**src/rtl/riscv_pipe_pkg.sv**
```systemverilog
// rtl/riscv_pipe_pkg.sv - shared pipeline types and constants for the 5-stage RISC-V core
package riscv_pipe_pkg;

    typedef enum logic [1:0] {
        FETCH = 2'd0,
        DRAIN = 2'd1,
        HOLD  = 2'd2
    } fetch_state_t;

    localparam logic [31:0] NOP_INSTR = 32'h0000_0013;

    localparam logic [1:0] PCSRC_PLUS4  = 2'b00;
    localparam logic [1:0] PCSRC_BRANCH = 2'b01;
    localparam logic [1:0] PCSRC_JALR   = 2'b10;

    function automatic logic isRedirect(input logic [1:0] pcSrc);
        return pcSrc != PCSRC_PLUS4;
    endfunction

endpackage

```
**src/rtl/if_id_reg.sv**
```systemverilog
// rtl/if_id_reg.sv - flush/stall/load/bubble pipeline register for PC, PC+4, instruction, valid
module if_id_reg
    import riscv_pipe_pkg::*;
#(
    parameter int XLEN = 32
) (
    input  logic            clk,
    input  logic            rst,
    input  logic            flush,
    input  logic            stall,
    input  logic            load,
    input  logic [XLEN-1:0] loadPC,
    input  logic [31:0]     loadInstr,
    output logic [XLEN-1:0] PC,
    output logic [XLEN-1:0] PCPlus4,
    output logic [31:0]     instr,
    output logic            valid
);

    always_ff @(posedge clk or posedge rst) begin
        if (rst) begin
            PC      <= '0;
            PCPlus4 <= '0;
            instr   <= NOP_INSTR;
            valid   <= 1'b0;
        end else if (flush) begin
            PC      <= '0;
            PCPlus4 <= '0;
            instr   <= NOP_INSTR;
            valid   <= 1'b0;
        end else if (stall) begin
            PC      <= PC;
            PCPlus4 <= PCPlus4;
            instr   <= instr;
            valid   <= valid;
        end else if (load) begin
            PC      <= loadPC;
            PCPlus4 <= loadPC + XLEN'(4);
            instr   <= loadInstr;
            valid   <= 1'b1;
        end else begin
            // Bubble: PC fields keep their last value, only the payload is killed.
            instr   <= NOP_INSTR;
            valid   <= 1'b0;
        end
    end

endmodule

```
**src/rtl/fetch_unit.sv**
```systemverilog
// rtl/fetch_unit.sv - IF stage with variable-latency imem handshake; optional FETCH_PERF_CNT_EN perf counters
module fetch_unit
    import riscv_pipe_pkg::*;
#(
    parameter int              XLEN     = 32,
    parameter logic [XLEN-1:0] RESET_PC = '0
) (
    input  logic            clk,
    input  logic            rst,
    input  logic            stallF,
    input  logic            stallD,
    input  logic            flushD,
    input  logic [1:0]      PCSrcE,
    input  logic [XLEN-1:0] PCTargetE,
    input  logic [XLEN-1:0] ALUResultE,
    output logic            imemReq,
    output logic [XLEN-1:0] imemAddr,
    input  logic            imemAck,
    input  logic [31:0]     imemRdata,
    output logic [XLEN-1:0] PCD,
    output logic [XLEN-1:0] PCPlus4D,
    output logic [31:0]     instrD,
    output logic            validD,
    output logic [31:0]     perfBubbles,
    output logic [31:0]     perfRedirects
);

    fetch_state_t    state, stateNext;
    logic [XLEN-1:0] PCF, pcNext, PCPlus4F;
    logic [XLEN-1:0] redirPC, redirPCNext, target;
    logic [31:0]     holdInstr, holdInstrNext, availInstr;
    logic            redirect, available;

    assign redirect = isRedirect(PCSrcE);
    // Reserved encoding 11 falls through to the branch target.
    assign target   = (PCSrcE == PCSRC_JALR) ? (ALUResultE & ~XLEN'(1)) : PCTargetE;
    assign PCPlus4F = PCF + XLEN'(4);
    assign imemAddr = PCF;

    always_comb begin
        stateNext     = state;
        pcNext        = PCF;
        redirPCNext   = redirPC;
        holdInstrNext = holdInstr;
        imemReq       = 1'b1;
        available     = 1'b0;
        availInstr    = imemRdata;
        case (state)
            FETCH: begin
                if (imemAck) begin
                    if (redirect) begin
                        pcNext = target;
                    end else if (stallF) begin
                        holdInstrNext = imemRdata;
                        stateNext     = HOLD;
                    end else begin
                        available = 1'b1;
                        pcNext    = PCPlus4F;
                    end
                end else if (redirect) begin
                    redirPCNext = target;
                    stateNext   = DRAIN;
                end
            end
            DRAIN: begin
                // The in-flight request must retire before the new address is issued.
                if (redirect) begin
                    redirPCNext = target;
                end
                if (imemAck) begin
                    pcNext    = redirect ? target : redirPC;
                    stateNext = FETCH;
                end
            end
            HOLD: begin
                imemReq = 1'b0;
                if (redirect) begin
                    pcNext    = target;
                    stateNext = FETCH;
                end else if (!stallF) begin
                    available  = 1'b1;
                    availInstr = holdInstr;
                    pcNext     = PCPlus4F;
                    stateNext  = FETCH;
                end
            end
            default: begin
                stateNext = FETCH;
            end
        endcase
    end

    always_ff @(posedge clk or posedge rst) begin
        if (rst) begin
            state     <= FETCH;
            PCF       <= RESET_PC;
            redirPC   <= '0;
            holdInstr <= '0;
        end else begin
            state     <= stateNext;
            PCF       <= pcNext;
            redirPC   <= redirPCNext;
            holdInstr <= holdInstrNext;
        end
    end

    if_id_reg #(.XLEN(XLEN)) ifIdReg (
        .clk      (clk),
        .rst      (rst),
        .flush    (flushD),
        .stall    (stallD),
        .load     (available),
        .loadPC   (PCF),
        .loadInstr(availInstr),
        .PC       (PCD),
        .PCPlus4  (PCPlus4D),
        .instr    (instrD),
        .valid    (validD)
    );

`ifdef FETCH_PERF_CNT_EN
    logic [31:0] bubbleCnt, redirCnt;
    logic        bubbleLoad;

    assign bubbleLoad = !flushD && !stallD && !available;

    always_ff @(posedge clk or posedge rst) begin
        if (rst) begin
            bubbleCnt <= '0;
            redirCnt  <= '0;
        end else begin
            if (bubbleLoad && (bubbleCnt != 32'hFFFF_FFFF)) begin
                bubbleCnt <= bubbleCnt + 32'd1;
            end
            if (redirect && (redirCnt != 32'hFFFF_FFFF)) begin
                redirCnt <= redirCnt + 32'd1;
            end
        end
    end

    assign perfBubbles   = bubbleCnt;
    assign perfRedirects = redirCnt;
`else
    assign perfBubbles   = '0;
    assign perfRedirects = '0;
`endif

endmodule
```
**config.mk**
```make
export PLATFORM = sky130hd
export DESIGN_NAME = fetch_unit
export DESIGN_NICKNAME = d
export VERILOG_FILES = /design/src/rtl/riscv_pipe_pkg.sv /design/src/rtl/if_id_reg.sv /design/src/rtl/fetch_unit.sv
export SDC_FILE = /design/constraint.sdc
export NUM_CORES = 1
export LEC_CHECK = 0
export ABC_AREA = 1
export BUFFER_PORTS_ARGS = -buffer_cell sky130_fd_sc_hd__buf_2
export CORE_UTILIZATION = 53
export CTS_CLUSTER_DIAMETER = 150
export DETAILED_ROUTE_END_ITERATION = 10
export PLACE_DENSITY = 0.83
export SYNTH_ARGS = -nofsm -noshare
export SYNTH_HDL_FRONTEND = slang
export SYNTH_SLANG_ARGS = --single-unit
```
**constraint.sdc**
```tcl
create_clock -name clk -period 9.03 [get_ports clk]
set_clock_uncertainty 0.05 [all_clocks]
set_input_delay 1.806 -clock clk [delete_from_list [all_inputs] [get_ports clk]]
set_output_delay 1.806 -clock clk [all_outputs]
set_load 0.05 [all_outputs]
```
# Yosys cells after proc, flatten, opt, wreduce, memory -nomap -nowiden
# Cells that the tools add are included.
# totals
ramBits	0
latch_bits	0
rom_bits	0
in_bits	104
regBits	195
n_memories	0
# classes
n_eq_ne	11
n_mux	37
bitwise	1
shift	0
multipliers	0
magnitude_cmp	0
div_mod_pow	0
n_addsub	1
reduce_logical	10
# ops
op	n
$mux W32	19
$pmux W32 S3	1
$pmux W32 S2	1
$add A32 B3 Y32 const B	1
$mux W2	7
$ne A3 B3 Y1 const B	4
$mux W1	7
$ne A2 B2 Y1 const B	3
$pmux W2 S3	1
$reduce_and A3 Y1	2
$reduce_bool A2 Y1	3
$reduce_and A5 Y1	1
$eq A2 B2 Y1 const B	2
$reduce_and A2 Y1	2
$reduce_bool A3 Y1	1
$eq A2 B1 Y1 const B	1
$logic_not A2 Y1	1
$ne A2 B1 Y1 const B	1
$pmux W1 S2	1
$not A1 Y1	1

# Longest topological paths before layout
# logic_depth
word_depth	7
mapped_depth	10
ltp_nobuf	10

# By module
# From an unflattened synthesis, not the netlist that was laid out.
# unflattened
cells_unflattened	1457
hier_area_um2	10933.0
# modules_own_cells
mod	seq_area_each_um2	cells_each	area_per_inst_um2	n_inst
fetch_unit	2452.4	954	6628.9	1
if_id_reg	2381.0	503	4304.1	1

# Worst setup path after synthesis
# OpenSTA, ideal clock, no wires.
# synth_timing
path_type	input port to flip-flop
start	in PCSrcE[0]
end	reg PCF[9] (netlist: imemAddr[9])
stages	9
setup_ns	0.127
setup_slack_ns	6.061
path_buffers	2
arrival_ns	2.791
t_required_ns	8.853
path_cell_list	buf_2 -> nor2_8 -> nand2_4 -> inv_2 -> o21ai_4 -> inv_2 -> buf_4 -> nor2_1 -> a22oi_2
# synth_between
elab_chain_cells	5
# synth_rtl
element	line	text
start, declared	fetch_unit.sv:13	input logic [1:0] PCSrcE,
$eq A2 B2 Y1	fetch_unit.sv:36	assign target = (PCSrcE == PCSRC_JALR) ? (ALUResultE & ~XLEN'(1)) : PCTargetE;
$mux W32	fetch_unit.sv:36	
$mux W32, on equally long branches	--	
$mux W32, on equally long branches	fetch_unit.sv:70, fetch_unit.sv:50	
$pmux W32 S3 (*)	fetch_unit.sv:48	case (state)
end signal, assigned	fetch_unit.sv:101	PCF <= pcNext;
end, declared	fetch_unit.sv:29	logic [XLEN-1:0] PCF, pcNext, PCPlus4F;
# Mark *: on every way between the ends. The rest lies on a longest branch, timed or not. The select of a mux whose other input is x is not followed.
# A chain may end at the register's enable or synchronous reset.

# Worst setup path after layout
# layout_timing
start	in PCSrcE[1]
end	reg PCF[27] (netlist: imemAddr[27])
# The elaborated chain is that of the path after synthesis.

==> impl_metrics.toml <==
[power]
power_density_nw_per_um2 = 281
seqPwrFrac = 0.388
p_int_mw = 1.79
switchingPower_mw = 1.48
netSwitchingFraction = 0.452
p_total_mw = 3.27
pwr-share-comb = 0.385
clkPwrFrac = 0.227
ir_worst_vdd_mv = 0.165
leakage_nw = 6.49

[placed_design]
place_ws_ns = 4.58
place.gp.congestion = 0.933
hpwl_microns = 18500
io_buffer_count = 232

[die]
die_area_sq_um = 19700
core_sq_um = 18800
start_util = 0.541
die_w_microns = 140
ios = 298
die_h_microns = 140
num_rows = 50

[worst_hold_path]
hold_path_depth = 2
hold_class = "flip-flop to flip-flop"
min_from = "ifIdReg.PC[18]"

[sta]
final_max_slew_viol_count = 0
fmax_mhz = 247
relSlewSlack = 0.194
tightest_slew_ns = 1.21
rsz0062_at_grt = "no"
period_share = 0.449
setup_ws_ns = 4.97
setup_viol = 0
finalHoldViolCount = 0
fin_crit_ns = 4.06
fin_tns_setup_ns = 0
fin_hold_ws_ns = 0.420

[final_layout]
area_growth_pct = 14.9
drive_gt1_frac = 0.203
fin_nets = 1583

[worst_setup_path]
r2r_cells = 8
crit_path_start = "PCSrcE[1]"
cp.required_ns = 9.30
cp-end-kind = "flip-flop"
crit_fanout = 34
cp-start-kind = "primary input"
timing.rr.start = "state[1]"
setup.worst_path.class = "primary input to flip-flop"
cp.arrival_ns = 4.32
regToRegSetupSlack_ns = 6.41

[clock_tree]
clock_latency_ns = 0.44
root_buffer = "clkbuf_16"
cts.sinks = 193
ctsHoldBuffers = 0
clockBufferDepth = 2
h-tree-depth = 4
cts_tree = "done"
numCtsBuffers = 17
path_clk_slew_ns = 0.07
post_cts_buffers = 0
cts_resized = 0

[grt]
grt_use_met1 = 0.378
grt_pass1_vias = 8518
grt.met3_usage = 0.0632
grt_pass1_wl_microns = 42800
overflow = 0
grt.busiest_layer = "met2"
grt.met2_usage = 0.424
gr-usage-all-layers = 0.276
antenna_found_initial = 1
grt_max_degree = 110

[yosys]
synth_most_common_cell = "nand2_1"
async_reset_ff_frac = 1.00
synth_ff_type = "dfrtp_1"
synth_cell_types = 38
netlist_area_sq_um = 10100
synth_top_area_frac = 0.468
synth-seq-cells = 193
synth_common_cells = "nand2_1 (373), dfrtp_1 (190), inv_1 (144)"
yosys.area.top_type = "dfrtp_1"
synth_seq_area_share = 0.476
synthCells = 1287
synth_area_leaders = "dfrtp_1 (47%), nand2_1 (14%), inv_1 (5.3%), buf_4 (5.1%), o21ai_0 (5.0%)"
postSynthAreaPerCell_sq_um = 7.89
synth_edf_count = 0
yosysWarnings = 0

[run_status]
outcome = "complete, no violations"

[job]
maxCapViolations = 0

[detailed_routing]
vias = 9169
wire_per_inst_microns = 15.4
routed_via_density = 5.32
wl_microns = 26600
drtAntennaViolNets = 0
route.detailed.drc = 0
drt_iter0_markers = 1048
drtPass1Iterations = 5
-- critical path, stage by stage --
cell	delay, ns
buf_2	0.53
nor2_8	0.14
nand2_4	0.13
inv_2	0.22
o21ai_4	0.66
inv_2	0.46
nor2_1	0.26
a21oi_1	0.10
-- stage by stage --
step                 util  instance area [sq um]  instances
floorplan               -                  10400       1350
global placement    0.591                  11100       1693
detailed placement  0.591                  11100       1693
CTS                 0.621                  11700       1724
global route        0.621                  11700       1725
finish              0.621                  11700       1725
-- metal layers --
layer	vias to the layer above	wire length [microns]
met1	4322	11400
met3	57	2210
li1	4355	-
met2	435	12200
met5	-	0
met4	0	755
-- worst paths after layout --
path                                         end
worst max-delay path                imemAddr[27]
worst min-delay path              ifIdReg.PC[18]
worst max register to register      imemAddr[27]
worst min register to register    ifIdReg.PC[18]
max in group asynchronous            redirPC[26]
min in group asynchronous       ifIdReg.instr[7]
-- cells by family (layout without fill, tap and decap cells) --
group,Yosys count,count (layout),share of synthesized area
AOI/OAI and AO/OA,238,238,0.131
xor gates and xnor gates,14,14,0.0121
adders and majority gates,1,1,0.00123
buffers and inverters,278,418,0.134
DFF,193,193,0.476
muxes,30,30,0.0297
other,1,65,0.000369
and+or+nand+nor,532,532,0.215
-- cells in the final DEF (no fill, tap or decap), types with 2 or more instances in the layout --
| cell type | n |
|---|---|
| nand2_1 | 373 |
| buf_2 | 232 |
| dfrtp_1 | 190 |
| inv_1 | 143 |
| o21ai_0 | 101 |
| nor2_1 | 82 |
| conb_1 | 64 |
| o21ai_1 | 59 |
| nand3_1 | 52 |
| o22ai_1 | 31 |
| mux2i_1 | 29 |
| a21oi_1 | 21 |
| clkbuf_16 | 17 |
| xor2_1 | 13 |
| a22o_1 | 11 |
| inv_6 | 8 |
| nor2_2 | 7 |
| a22oi_1 | 6 |
| inv_2 | 6 |
| nand2_2 | 6 |
| nor2_4 | 5 |
| buf_4 | 5 |
| o221ai_1 | 3 |
| clkinv_4 | 3 |
| dfstp_2 | 3 |
| o2111ai_1 | 2 |
| nor2_8 | 2 |
| and2_1 | 2 |
| inv_8 | 2 |
-- layout make-up --
cell class	count	area, sq um
fillers	1605	7100
flip-flops and latches	193	4830
multi-input cells	879	4200
repair buffers	237	1200
inverters	150	571
clock buffers	17	425
well taps	234	293
clock inverters	14	143
diodes	1	2.50
-- registers in the layout, indices dropped and copies added (netlist names) --
register,cells
holdInstr,32
ifIdReg.PC,30
ifIdReg.PCPlus4,32
ifIdReg.instr,32
ifIdReg.valid,1
imemAddr,32
redirPC,32
state,2
-- power groups by stage --
| stage | Clock, mW | Combinational, mW | Sequential [mW] |
|---|---|---|---|
| after global routing | 0.783 | 1.37 | 1.30 |
| after global placement | 0 | 1.21 | 1.27 |
| after detailed placement | 0 | 1.24 | 1.28 |
| after floorplan | 0 | 0.689 | 1.53 |
| after CTS | 0.751 | 1.25 | 1.26 |
| final | 0.745 | 1.26 | 1.27 |
Note: power is estimated with default switching activity, not from simulation.
